[src/rtl/cap_pkg.sv]
// Shared types for the camera capture path: FSM states and the tagged pixel
// entry carried through the skid FIFO.
package cap_pkg;
    localparam int PIX_W   = 8;
    localparam int COORD_W = 16;

    typedef enum logic [1:0] {IDLE, CAPTURE, DONE, ABORT} cap_state_t;

    // Coordinates are stored at a fixed width; the top trims them to X_W/Y_W.
    typedef struct packed {
        logic [PIX_W-1:0]   data;
        logic [COORD_W-1:0] x;
        logic [COORD_W-1:0] y;
        logic               sof;
        logic               eol;
        logic               eof;
    } pix_entry_t;
endpackage

[src/rtl/pix_skid_fifo.sv]
// Two-entry pixel FIFO between the camera sampler and the filter handshake.
// Push and pop on a full buffer in the same cycle keep occupancy at two.
module pix_skid_fifo import cap_pkg::*; (
    input  logic       clk,
    input  logic       rst,
    input  logic       push,
    input  logic       pop,
    input  logic       flush,
    input  pix_entry_t din,
    output pix_entry_t head,
    output logic [1:0] occ
);
    pix_entry_t mem [2];
    logic       rd_ptr;
    logic       wr_ptr;
    logic       do_push;
    logic       do_pop;

    assign do_pop  = pop && (occ != 2'd0);
    assign do_push = push && ((occ != 2'd2) || do_pop);
    assign head    = mem[rd_ptr];

    always_ff @(posedge clk) begin
        if (rst || flush) begin
            rd_ptr <= 1'b0;
            wr_ptr <= 1'b0;
            occ    <= 2'd0;
        end else begin
            if (do_push) begin
                mem[wr_ptr] <= din;
                wr_ptr      <= ~wr_ptr;
            end
            if (do_pop)
                rd_ptr <= ~rd_ptr;
            occ <= occ + {1'b0, do_push} - {1'b0, do_pop};
        end
    end
endmodule

[src/rtl/camera_capture_ctrl.sv]
// Frame capture sequencer: paces camera_en by buffer credit, tags each pixel
// with coordinates and frame flags, and presents it over valid/ready.
module camera_capture_ctrl import cap_pkg::*; #(
    parameter int IMG_W = 8,
    parameter int IMG_H = 8,
    parameter int X_W   = $clog2(IMG_W),
    parameter int Y_W   = $clog2(IMG_H)
) (
    input  logic           clk,
    input  logic           rst,
    input  logic           start,
    input  logic           abort,
    output logic           camera_en,
    input  logic           cam_valid,
    input  logic [7:0]     cam_data,
    output logic           pix_valid,
    input  logic           pix_ready,
    output logic [7:0]     pix_data,
    output logic [X_W-1:0] pix_x,
    output logic [Y_W-1:0] pix_y,
    output logic           pix_sof,
    output logic           pix_eol,
    output logic           pix_eof,
    output logic           busy,
    output logic           done,
    output logic           aborted,
    output logic [15:0]    frame_cnt,
    output logic           proto_err
);
    localparam int NPIX  = IMG_W * IMG_H;
    localparam int CNT_W = $clog2(NPIX + 1);

    cap_state_t       state, next_state;
    logic [CNT_W-1:0] issued;
    logic [CNT_W-1:0] accepted;
    logic [X_W-1:0]   wx;
    logic [Y_W-1:0]   wy;
    logic             push, pop, flush, issue;
    logic [1:0]       occ, occ_next;
    pix_entry_t       din, head;
    logic             unused_coord;

    assign pix_valid = (occ != 2'd0);
    assign pop       = pix_valid && pix_ready;
    assign flush     = (state == CAPTURE) && abort;
    // A pixel is accepted only if it answers last cycle's enable.
    assign push      = (state == CAPTURE) && !abort && cam_valid && camera_en;
    // Occupancy after this edge already includes the pixel landing now, so
    // one free slot is enough to cover the pixel requested by this edge.
    assign occ_next  = flush ? 2'd0 : occ + {1'b0, push} - {1'b0, pop};

    assign din.data = cam_data;
    assign din.x    = COORD_W'(wx);
    assign din.y    = COORD_W'(wy);
    assign din.sof  = (accepted == '0);
    assign din.eol  = (wx == X_W'(IMG_W - 1));
    assign din.eof  = (accepted == CNT_W'(NPIX - 1));

    pix_skid_fifo u_fifo (
        .clk   (clk),
        .rst   (rst),
        .push  (push),
        .pop   (pop),
        .flush (flush),
        .din   (din),
        .head  (head),
        .occ   (occ)
    );

    assign pix_data     = head.data;
    assign pix_x        = head.x[X_W-1:0];
    assign pix_y        = head.y[Y_W-1:0];
    assign pix_sof      = head.sof;
    assign pix_eol      = head.eol;
    assign pix_eof      = head.eof;
    assign unused_coord = ^{head.x, head.y};

    assign done    = (state == DONE);
    assign aborted = (state == ABORT);

    always_comb begin
        next_state = state;
        issue      = 1'b0;
        case (state)
            IDLE: begin
                if (start) begin
                    next_state = CAPTURE;
                    issue      = 1'b1;
                end
            end
            CAPTURE: begin
                if (abort) begin
                    next_state = ABORT;
                end else begin
                    if (pop && head.eof)
                        next_state = DONE;
                    issue = (issued < CNT_W'(NPIX)) && (occ_next != 2'd2);
                end
            end
            DONE:    next_state = IDLE;
            ABORT:   next_state = IDLE;
            default: next_state = IDLE;
        endcase
    end

    always_ff @(posedge clk) begin
        if (rst) begin
            state     <= IDLE;
            camera_en <= 1'b0;
            busy      <= 1'b0;
            frame_cnt <= 16'd0;
            proto_err <= 1'b0;
            issued    <= '0;
            accepted  <= '0;
            wx        <= '0;
            wy        <= '0;
        end else begin
            state     <= next_state;
            camera_en <= issue;
            busy      <= (next_state != IDLE);
            if (state == IDLE && start) begin
                issued    <= CNT_W'(1);
                accepted  <= '0;
                wx        <= '0;
                wy        <= '0;
                proto_err <= 1'b0;
            end else begin
                if (issue)
                    issued <= issued + 1'b1;
                if (push) begin
                    accepted <= accepted + 1'b1;
                    if (wx == X_W'(IMG_W - 1)) begin
                        wx <= '0;
                        wy <= wy + 1'b1;
                    end else begin
                        wx <= wx + 1'b1;
                    end
                end
                // The straggler pixel of an aborted frame is expected, not an error.
                if (cam_valid && !camera_en && state != ABORT)
                    proto_err <= 1'b1;
            end
            if (state == DONE)
                frame_cnt <= frame_cnt + 16'd1;
        end
    end
endmodule
[config.mk]
export PLATFORM = sky130hd
export DESIGN_NAME = camera_capture_ctrl
export DESIGN_NICKNAME = d
export VERILOG_FILES = /design/src/rtl/cap_pkg.sv /design/src/rtl/pix_skid_fifo.sv /design/src/rtl/camera_capture_ctrl.sv
export SDC_FILE = /design/constraint.sdc
export NUM_CORES = 1
export LEC_CHECK = 0
export BUFFER_PORTS_ARGS = -buffer_cell sky130_fd_sc_hd__buf_4
export CAP_MARGIN = 15
export CORE_MARGIN = 4
export CORE_UTILIZATION = 45
export CTS_BUF_LIST = sky130_fd_sc_hd__clkbuf_8
export CTS_CLUSTER_SIZE = 24
export DETAILED_ROUTE_END_ITERATION = 7
export PLACE_DENSITY = 0.66
export SLEW_MARGIN = 20
export SYNTH_ARGS = -nofsm -noshare
export SYNTH_HDL_FRONTEND = slang
export SYNTH_SLANG_ARGS = --single-unit
[constraint.sdc]
create_clock -name clk -period 8.6 [get_ports clk]
set_clock_uncertainty 0.1 [all_clocks]
set_input_delay 2.15 -clock clk [delete_from_list [all_inputs] [get_ports clk]]
set_output_delay 2.15 -clock clk [all_outputs]
set_load 0.05 [all_outputs]
==> flow_summary.toml <==
[finish]
nFillCells = 677
syn_to_final_growth_pct = 18.9
final_common_cell = "buf_4"
design_area_um2 = 4130
mostFrequentLayoutCells = "53 x buf_4, 46 x dfxtp_1, 36 x nor2_1"
final_nets = 378
antenna_cells = 0
drive_gt1_frac = 0.276

[detailed_routing]
drc = 0
via_per_inst = 5.11
wl_per_cell_um = 13.5
routed_wl_mm = 6.19
ant_nets = 0
drtPass1Iterations = 4
vias = 2342
dr.first_iter.drc_count = 92

[power]
irDropWorstVdd_uv = 87.2
intPower_w = 0.000536
clockPowerShare = 0.349
pwr-share-seq = 0.548
power_frac_comb = 0.103
power.density_nw_per_um2 = 179
switchingPower_w = 0.000202
p_leak_nw = 1.58
swShare = 0.274

[timing]
relSlewSlack = 0.462
tightest_slew_ps = 807
fin_hold_ws_ps = 380
max_freq_mhz = 235
tns_ps = 0
finalHoldViolations = 0
setup_ws_ps = 4350
layout_min_cycle_time_ps = 4250
rsz0062_at_grt = "false"
setup_viol = 0
period_share = 0.494
slew_violations = 0

[cts]
cts_root_buffer = "clkbuf_8"
cts_inserted_buffers = 9
cts_setup_buffers = 0
cts_max_level = 3
clkSinkCount = 80
cts_buffer_depth = 2
insertion_delay_ps = 360
cts_resized = 0
cts_hold_buffers = 0
clk_pin_slew_ps = 90
cts_tree = "built"

[floorplanning]
die_h_um = 95.9
initial_core_util = 0.471
fp-row-count = 31
die-area_um2 = 9190
io_pins = 53
core_um2 = 7370
fp.dieW_um = 95.9

[worst_setup_path]
critical_path.cell_chain = "mux2i_1 > inv_1 > buf_4"
cp_num_cells = 3
crit_path_start_kind = "flip-flop"
crit_required_ps = 6350
critPathKind = "reg2out"
max_stage_delay_ps = 820
cp_slowest_cell = "dfxtp_1"
r2r_cells = 3
path_buf_inv = 2
cpLargestDelayFamily = "flip-flops"
worstPathArrival_ps = 2000
cp-end-kind = "primary output"
path_max_fanout = 17

[logic_synthesis]
seq_area_frac_synth = 0.559
synth_area_um2 = 3470
ys_warn_count = 0
ys_ff_latch = 80
yosys.cell_types.count = 48
synth_edf_count = 34
synth_area_per_cell_um2 = 11.6
synth.net_count = 324
netlist_instances = 300
async_flop_share = 0
synth_ff_type = "dfxtp_1"

[place]
hpwl_mm = 4.35
gp_congestion = 0.814
port_buffers = 52
pre_cts_ws_ps = 4120
placed_area_um2 = 3940

[min_path]
hp-class = "reg2reg"
holdPathStages = 0

[global_routing]
antenna_found_initial = 0
grt_pass1_vias = 2261
grt_max_degree = 23
grt_pass1_wl_mm = 10.4
grt_overflow_total = 0
globalRouteTotalUtil = 0.148

[outcome]
status = "finished clean"

[job]
cap_violations = 0
[metal layers]
layer	up-vias	part of all wire	global-route usage
li1	1171	-	-
met1	1101	0.47	0.183
met2	56	0.45	0.235
met3	14	0.061	0.0485
met4	0	0.019	0.0699
met5	-	0	0
[metrics by stage]
step           utilization  instances  power, W
6_report             0.560        458  0.000739
5_1_grt              0.560        458  0.000775
4_1_cts              0.560        458  0.000748
3_5_place_dp         0.535        442  0.000490
3_3_place_gp         0.535        442  0.000490
2_1_floorplan            -        300  0.000468
[power groups by stage]
stage	registers, W	clock network [W]	logic [W]
after CTS	0.000405	0.000266	0.0000770
after global placement	0.000414	0	0.0000759
final	0.000405	0.000257	0.0000762
after floorplan	0.000414	0	0.0000542
after global routing	0.000406	0.000287	0.0000820
after detailed placement	0.000414	0	0.0000767
[final timing paths]
kind,startpoint,end,slack (ps)
setup reg to reg,state[0],u_fifo.mem[1][2],5960
hold / removal,wy[2],u_fifo.mem[0][5],380
hold reg to reg,wy[2],u_fifo.mem[0][5],380
setup / recovery,flip-flop,pix_eof,4350
[cells in the mapped netlist (2+ instances only)]
| cell type | n | area [um^2] |
|---|---|---|
| a21oi_1 | 14 | 70.1 |
| and2_1 | 4 | 25.0 |
| and3_1 | 2 | 12.5 |
| and4_1 | 2 | 17.5 |
| buf_1 | 2 | 7.51 |
| buf_6 | 2 | 22.5 |
| clkbuf_1 | 5 | 18.8 |
| dfxtp_1 | 46 | 921 |
| edfxtp_1 | 34 | 1020 |
| ha_1 | 10 | 125 |
| inv_1 | 16 | 60.1 |
| mux2_2 | 17 | 191 |
| mux2i_1 | 6 | 60.1 |
| nand2_1 | 14 | 52.6 |
| nand3_1 | 8 | 40.0 |
| nand4_1 | 9 | 56.3 |
| nor2_1 | 36 | 135 |
| nor3_1 | 8 | 40.0 |
| nor3b_1 | 2 | 15.0 |
| nor4_2 | 3 | 37.5 |
| o21ai_0 | 3 | 15.0 |
| o31ai_1 | 3 | 22.5 |
| or3_1 | 4 | 25.0 |
| or4_1 | 3 | 22.5 |
| xnor2_1 | 12 | 105 |
| xor2_1 | 13 | 114 |
[registers in the layout (all words and copies together), names as in the netlist, named ones only]
signal	cells
frame_cnt	16
issued	7
state	2
u_fifo.mem	34
busy	1
wy	3
wx	3
proto_err	1
u_fifo.wr_ptr	1
accepted	7
u_fifo.occ	2
u_fifo.rd_ptr	1
camera_en	1
[kinds of logic (layout without fill, tap and decap cells)]
group	Yosys count	in the layout	share of synthesized area
AO/OA/AOI/OAI	29	29	0.0562
XOR/XNOR	26	26	0.0699
adder cells (fa/ha/maj)	10	10	0.0360
buffers and inverters	26	85	0.0335
flip-flops	80	80	0.559
multiplexers	23	23	0.0724
AND/OR/NAND/NOR	106	106	0.173
[cell type report]
cell class / instances / area [um^2] / area share
tap: 99 / 124 / 0.0300
timing repair buffer: 53 / 398 / 0.0964
multi-input combinational: 194 / 1420 / 0.344
clock inverter: 7 / 61.3 / 0.0148
inverter: 16 / 60.1 / 0.0145
clock buffer: 9 / 124 / 0.0300
sequential: 80 / 1940 / 0.470
Power figures use the tool's default switching activity.
